===== src/rtl/instr_fetch_if.sv =====
`default_nettype none
// ============================================================================
//  Module      : instr_fetch_if
//  Description : Fetch-side bus bundle: instruction memory port plus the
//                decode valid/ready handshake.
//  Revision    : 1.0 - initial release
// ============================================================================
interface instr_fetch_if #(
    parameter int ADDR_W = 12
);
    logic [ADDR_W-1:0] i_mem_addr;
    logic              i_mem_rd;
    logic [7:0]        i_mem_data;
    logic              instr_vld;
    logic              decode_rdy;
    logic [7:0]        instr_op;
    logic [7:0]        instr_imm;
    logic              instr_len2;
    logic [ADDR_W-1:0] instr_addr;
    logic [ADDR_W-1:0] next_addr;

    modport master (
        output i_mem_addr, i_mem_rd, instr_vld, instr_op, instr_imm,
               instr_len2, instr_addr, next_addr,
        input  i_mem_data, decode_rdy
    );

    modport slave (
        input  i_mem_addr, i_mem_rd, instr_vld, instr_op, instr_imm,
               instr_len2, instr_addr, next_addr,
        output i_mem_data, decode_rdy
    );
endinterface
`default_nettype wire


===== src/rtl/instr_fetch.sv =====
`default_nettype none
// ============================================================================
//  Module      : instr_fetch
//  Description : Fetch stage: owns the PC, reads 1/2-byte instructions and
//                hands them to decode; redirects on JMP/CALL/RET.
//  Revision    : 1.0 - initial release
// ============================================================================
module instr_fetch #(
    parameter int                ADDR_W   = 12,
    parameter logic [ADDR_W-1:0] RESET_PC = '0
) (
    input  wire logic              clk,
    input  wire logic              reset,
    input  wire logic              fetch_en,
    input  wire logic              pc_branch,
    input  wire logic [ADDR_W-1:0] branch_addr,
    input  wire logic              ret_addr_en,
    input  wire logic [ADDR_W-1:0] ret_addr,
    instr_fetch_if.master          fif
);

    localparam logic [1:0] S_REQ  = 2'd0;
    localparam logic [1:0] S_OPD  = 2'd1;
    localparam logic [1:0] S_IMMD = 2'd2;
    localparam logic [1:0] S_OUT  = 2'd3;

    logic [1:0]        r_state;
    logic [1:0]        w_state_nxt;
    logic [ADDR_W-1:0] r_pc;
    logic [ADDR_W-1:0] r_instr_addr;
    logic [7:0]        r_instr_op;
    logic [7:0]        r_instr_imm;
    logic              r_instr_len2;
    logic              w_redirect;
    logic [ADDR_W-1:0] w_redirect_addr;
    logic [ADDR_W-1:0] w_next_addr;
    logic              w_mem_rd;
    logic [ADDR_W-1:0] w_mem_addr;
    logic              w_instr_vld;

    assign w_redirect      = pc_branch | ret_addr_en;
    assign w_redirect_addr = pc_branch ? branch_addr : ret_addr;
    assign w_next_addr     = r_instr_addr + ADDR_W'(1)
                           + {{(ADDR_W-1){1'b0}}, r_instr_len2};

    always_ff @(posedge clk) begin
        if (reset) begin
            r_state <= S_REQ;
        end else begin
            r_state <= w_state_nxt;
        end
    end

    always_comb begin
        w_state_nxt = r_state;
        if (w_redirect) begin
            w_state_nxt = S_REQ;
        end else begin
            case (r_state)
                S_REQ:   if (fetch_en) w_state_nxt = S_OPD;
                S_OPD:   w_state_nxt = fif.i_mem_data[7] ? S_IMMD : S_OUT;
                S_IMMD:  w_state_nxt = S_OUT;
                S_OUT:   if (fif.decode_rdy) w_state_nxt = fetch_en ? S_OPD : S_REQ;
                default: w_state_nxt = S_REQ;
            endcase
        end
    end

    // A redirect kills both the request and the presented instruction in the
    // same cycle, so neither wrong-path fetches nor wrong-path accepts occur.
    always_comb begin
        w_mem_rd    = 1'b0;
        w_mem_addr  = r_pc;
        w_instr_vld = 1'b0;
        case (r_state)
            S_REQ: begin
                w_mem_rd = fetch_en;
            end
            S_OPD: begin
                w_mem_rd   = fif.i_mem_data[7];
                w_mem_addr = r_pc + ADDR_W'(1);
            end
            S_OUT: begin
                w_instr_vld = 1'b1;
                w_mem_rd    = fif.decode_rdy & fetch_en;
                w_mem_addr  = w_next_addr;
            end
            default: ;
        endcase
        if (w_redirect || reset) begin
            w_mem_rd    = 1'b0;
            w_instr_vld = 1'b0;
        end
    end

    always_ff @(posedge clk) begin
        if (reset) begin
            r_pc         <= RESET_PC;
            r_instr_addr <= RESET_PC;
            r_instr_op   <= 8'h00;
            r_instr_imm  <= 8'h00;
            r_instr_len2 <= 1'b0;
        end else if (w_redirect) begin
            r_pc <= w_redirect_addr;
        end else begin
            case (r_state)
                S_OPD: begin
                    r_instr_op   <= fif.i_mem_data;
                    r_instr_addr <= r_pc;
                    r_instr_len2 <= fif.i_mem_data[7];
                    if (!fif.i_mem_data[7]) r_instr_imm <= 8'h00;
                end
                S_IMMD: begin
                    r_instr_imm <= fif.i_mem_data;
                end
                S_OUT: begin
                    if (fif.decode_rdy) r_pc <= w_next_addr;
                end
                default: ;
            endcase
        end
    end

    assign fif.i_mem_rd   = w_mem_rd;
    assign fif.i_mem_addr = w_mem_addr;
    assign fif.instr_vld  = w_instr_vld;
    assign fif.instr_op   = r_instr_op;
    assign fif.instr_imm  = r_instr_imm;
    assign fif.instr_len2 = r_instr_len2;
    assign fif.instr_addr = r_instr_addr;
    assign fif.next_addr  = w_next_addr;

endmodule
`default_nettype wire


===== src/flat_wrapper.sv =====
// flat-port wrapper written by rule: the top's interface ports become plain ports
module instr_fetch_flat 
#(
    parameter int                ADDR_W   = 12,
    parameter logic [ADDR_W-1:0] RESET_PC = '0
)
  (clk, reset, fetch_en, pc_branch, branch_addr, ret_addr_en, ret_addr, fif_i_mem_addr, fif_i_mem_rd, fif_instr_vld, fif_instr_op, fif_instr_imm, fif_instr_len2, fif_instr_addr, fif_next_addr, fif_i_mem_data, fif_decode_rdy);
  instr_fetch_if #(.ADDR_W(ADDR_W)) fif_i ();
  input  wire logic clk;
  input  wire logic reset;
  input  wire logic fetch_en;
  input  wire logic pc_branch;
  input  wire logic [ADDR_W-1:0] branch_addr;
  input  wire logic ret_addr_en;
  input  wire logic [ADDR_W-1:0] ret_addr;
  output wire logic [$bits(fif_i.i_mem_addr)-1:0] fif_i_mem_addr;
  output wire logic [$bits(fif_i.i_mem_rd)-1:0] fif_i_mem_rd;
  output wire logic [$bits(fif_i.instr_vld)-1:0] fif_instr_vld;
  output wire logic [$bits(fif_i.instr_op)-1:0] fif_instr_op;
  output wire logic [$bits(fif_i.instr_imm)-1:0] fif_instr_imm;
  output wire logic [$bits(fif_i.instr_len2)-1:0] fif_instr_len2;
  output wire logic [$bits(fif_i.instr_addr)-1:0] fif_instr_addr;
  output wire logic [$bits(fif_i.next_addr)-1:0] fif_next_addr;
  input wire logic [$bits(fif_i.i_mem_data)-1:0] fif_i_mem_data;
  input wire logic [$bits(fif_i.decode_rdy)-1:0] fif_decode_rdy;
  assign fif_i_mem_addr = fif_i.i_mem_addr;
  assign fif_i_mem_rd = fif_i.i_mem_rd;
  assign fif_instr_vld = fif_i.instr_vld;
  assign fif_instr_op = fif_i.instr_op;
  assign fif_instr_imm = fif_i.instr_imm;
  assign fif_instr_len2 = fif_i.instr_len2;
  assign fif_instr_addr = fif_i.instr_addr;
  assign fif_next_addr = fif_i.next_addr;
  assign fif_i.i_mem_data = fif_i_mem_data;
  assign fif_i.decode_rdy = fif_decode_rdy;
  instr_fetch #(.ADDR_W(ADDR_W), .RESET_PC(RESET_PC)) u_core (.clk(clk), .reset(reset), .fetch_en(fetch_en), .pc_branch(pc_branch), .branch_addr(branch_addr), .ret_addr_en(ret_addr_en), .ret_addr(ret_addr), .fif(fif_i));
endmodule

===== config.mk =====
export PLATFORM = sky130hd
export DESIGN_NAME = instr_fetch_flat
export DESIGN_NICKNAME = d
export VERILOG_FILES = /design/src/rtl/instr_fetch_if.sv /design/src/rtl/instr_fetch.sv /design/src/flat_wrapper.sv
export SDC_FILE = /design/constraint.sdc
export NUM_CORES = 1
export LEC_CHECK = 0
export ABC_AREA = 0
export ABC_CLOCK_PERIOD_IN_PS = 2750
export CAP_MARGIN = 10
export CORE_MARGIN = 5
export CORE_UTILIZATION = 25
export CTS_CLUSTER_SIZE = 20
export DETAILED_ROUTE_END_ITERATION = 12
export MAX_ROUTING_LAYER = met4
export SYNTH_ARGS = -nofsm -noshare
export SYNTH_HDL_FRONTEND = slang
export SYNTH_SLANG_ARGS = --single-unit

===== constraint.sdc =====
create_clock -name clk -period 2.75 [get_ports clk]
set_input_delay 0.55 -clock clk [delete_from_list [all_inputs] [get_ports clk]]
set_output_delay 0.55 -clock clk [all_outputs]
set_load 0.01 [all_outputs]

==> results.md <==
* Port Buffers at 92
* Max Clk Rate at 368 MHz
* Leading area contributor after synthesis: dfxtp_1
* Hold depth at 2
* Slew HR at 51.4%
* Leakage at between 1.5 and 2 nW
* CP bufs+invs at 3
* Pwr/cell area at roughly 370 nW/µm²
* Synthesized area at roughly 2500 µm²
* Worst slew pin tran at 0.725 ns
* Place WS at between 0.04 and 0.05 ns
* Max Root-Sink Buffers at 2
* R2r startpoint: u_core.r_state[0]
* Syn Nets at 378
* First-pass GRT wire length at about 15 mm
* H-tree depth at 2
* Area Overhead vs Synth at 59.8%
* Crit path required time at between 2 and 2.5 ns
* FP Rows at 36
* Sw frac at between 20% and 30%
* CTS Root Cell: clkbuf_8
* Yosys warns at 0
* Post-synth ARST share at 0%
* Final worst slack at approximately 0.033 ns
* Die ar. at between 10000 and 15000 µm²
* DR iter-0 viols at ~190
* Initial Util at between 20% and 30%
* Worst R2R Path Depth at 7
* Most common cell in the synthesized netlist: nand2_1
* Clock skew at between 0.01 and 0.015 ns
* CP delay by family, top: buffers and inverters
* Levels on crit path at 7
* Gr usage total at between 10% and 20%
* Share of the synthesized area in the top cell type at roughly a third
* Yosys reg bits at 42
* Clock Latency Late Sink at a little under 0.3 ns
* Ratio of cells with drive above 1 in the final layout at 17.1%
* DP Cell Count at about 570
* Post-route ant nets at 0
* Worst-path clk slew at 0.09 ns
* Placed cell area at approximately 3800 µm²
* NetSw at approximately 0.36 mW
* Synth cell count leaders: nand2_1, dfxtp_1, a21oi_1
* Reg2Reg Setup Slack at about 0.8 ns
* Core box area at roughly 9800 µm²
* Die X-Extent at roughly 110 µm
* Post-synthesis sequential area ratio at between 30% and 40%
* Slowest Stage Delay on Critical Path at between 0.4 and 0.5 ns
* Design Area, Final at between 4000 and 5000 µm²
* Worst Path Max Fanout at 8
* Slew Limit Fails at 0
* Post-DP HPWL at 7.49 mm
* Max stage delay cell, worst path: clkdlybuf4s50_1
* CTS Buf Count at 5
* Setup TNS at 0 ns
* Crit path launch type: flip-flop
* Filler cells at 1017
* Unrepaired setup endpoints after global routing: yes
* CP Capture Type: output pin
* Final period util at between 90% and 100%
* RD Place Congestion at 0.899
* Register area at 845 µm²
* Clk pwr share at about 40%
* Hold Crit Class: flip-flop to flip-flop
* Syn Inst Count at around 330
* Crit-path cells: inv_2 > ha_4 > buf_4 > o21a_1 > o21a_1 > a211o_1 > clkdlybuf4s50_1
* Flop pwr share at 43.9%
* Top Ports at 93
* Tmin final at 2.72 ns
* WS Path Type: flip-flop to output pin
* TritonCTS clock tree: yes
* DR vias at between 2000 and 3000
* Int Pwr at about 1.1 mW
* Vias in the first global route at ~2800
* Grt ovf at 0
* Number of max-cap violations at 0
* Post-Route WL at 9.69 mm
* Clk sink count at between 40 and 50
* Synth area leaders: dfxtp_1, nand2_1, a21oi_1
* Top FF cell, synth: dfxtp_1
* Final Hold Viols at 0
* Initial antenna violation count at 0
* Footprint of the multi-input gates at roughly 1600 µm²
* Die height at 110 µm
* Worst Setup SP: u_core.r_state[1]
* Setup crit end: fif_i_mem_addr[5]
* CP arrival at ~2.2 ns
* Post-Layout Cell Count at a little under 600
* Largest net degree at the start of global routing at 38
* Residual DRC count at 0
* VDD IR max at around 0.00018 V
* Endpoints failing setup at 0
* Comb pwr share at between 10% and 20%
* Critical path's most frequent cell: o21a_1
* Routed met1 length at roughly 4.4 mm
* Synth cell types at 55
* EDFF count, synth at 0
* Metal2 WL at 4.63 mm
* Pre-Repair DR Iteration Count at 4
* Routed vias/inst at 5.03
* Post-Syn Area per Cell at approximately 7.6 µm²
* Top Layer Used: met4
* CTS Hold Buffers Added at 0
* Reg-to-reg endpoint: u_core.r_pc[6]
* Ant. Diodes at 0
* Routed length per instance at approximately 17 µm
* Outcome: completed
* Nets at around 500
* DR WL met3 at around 630 µm
## final cells by class
type	count	area share, %
tap	133	4.14
multi-input combinational	255	40.4
sequential	42	21.0
inverter	14	1.31
clock buffer	5	1.71
timing repair buffer	131	29.7
clock inverter	3	1.71
## cells in the final DEF, fill, tap and decap left out, types with 5 or more instances in the layout
master,instances
a21oi_1,32
dlygate4sd2_1,9
nand3_1,6
o21ai_0,16
a211oi_1,6
nor2_1,19
o21a_1,5
clkbuf_8,5
clkdlybuf4s50_1,76
nor3_1,6
nand2_1,64
mux2i_1,5
a22oi_1,13
inv_1,13
a211o_1,5
dfxtp_1,39
buf_4,38
## logic make-up after synthesis
family,share of synthesized area [%]
compound gates,27.0
xor+xnor,2.44
fa+ha+maj,3.98
buf+inv,5.62
flops,33.4
mux,1.99
simple gates,25.6
## worst min path at each step
stage	start	endpoint	slack, ns
floorplan	u_core.r_pc[11]	u_core.fif.instr_addr[11]	0.45
global placement	u_core.fif.instr_op[2]	u_core.fif.instr_op[2]	0.45
detailed placement	u_core.fif.instr_op[1]	u_core.fif.instr_op[1]	0.46
CTS	u_core.fif.instr_op[1]	u_core.fif.instr_op[1]	0.47
global route	u_core.fif.instr_op[4]	u_core.fif.instr_op[4]	0.50
finish	u_core.fif.instr_op[1]	u_core.fif.instr_op[1]	0.46
## stage by stage
stage / util, % / power (mW) / hold WS (ns)
after floorplan: - / 0.754 / 0.454
after global placement: 38.8 / 0.893 / 0.448
after detailed placement: 38.8 / 0.897 / 0.456
after CTS: 40.8 / 1.50 / 0.470
after global routing: 41.1 / 1.55 / 0.496
final: 41.1 / 1.48 / 0.463
## registers in the layout, indices dropped and copies added (netlist names)
| register | cells |
|---|---|
| u_core.fif.instr_addr | 12 |
| u_core.fif.instr_op | 8 |
| u_core.r_pc | 12 |
| u_core.r_state | 2 |
| u_core.fif.instr_imm | 8 |
## worst register-to-register path, stage by stage (launching register included)
cell     delay, ns
dfxtp_1       0.43
ha_2          0.29
and2_1        0.17
buf_4         0.15
nor3_2        0.05
buf_4         0.19
or4_1         0.47
o22ai_1       0.10
## timing repair
action / in CTS / in global routing
buffers inserted: 2 / 1
pin swaps: 4 / 5
setup endpoints to repair: 16 / 10
gates resized for setup: 31 / 15
## power groups by stage
stage          logic [mW]  registers [mW]  clock network, mW
5_1_grt             0.250           0.649              0.651
6_report            0.232           0.647              0.597
2_1_floorplan       0.101           0.652                  0
4_1_cts             0.233           0.646              0.618
3_3_place_gp        0.234           0.659                  0
3_5_place_dp        0.237           0.660                  0
## routing by layer
layer,up-vias,global-route usage [%]
li1,1427,-
met1,1399,20.8
met2,99,25.3
met3,7,3.32
met4,0,4.31
met5,-,-
Note: power is estimated with default switching activity, not from simulation.
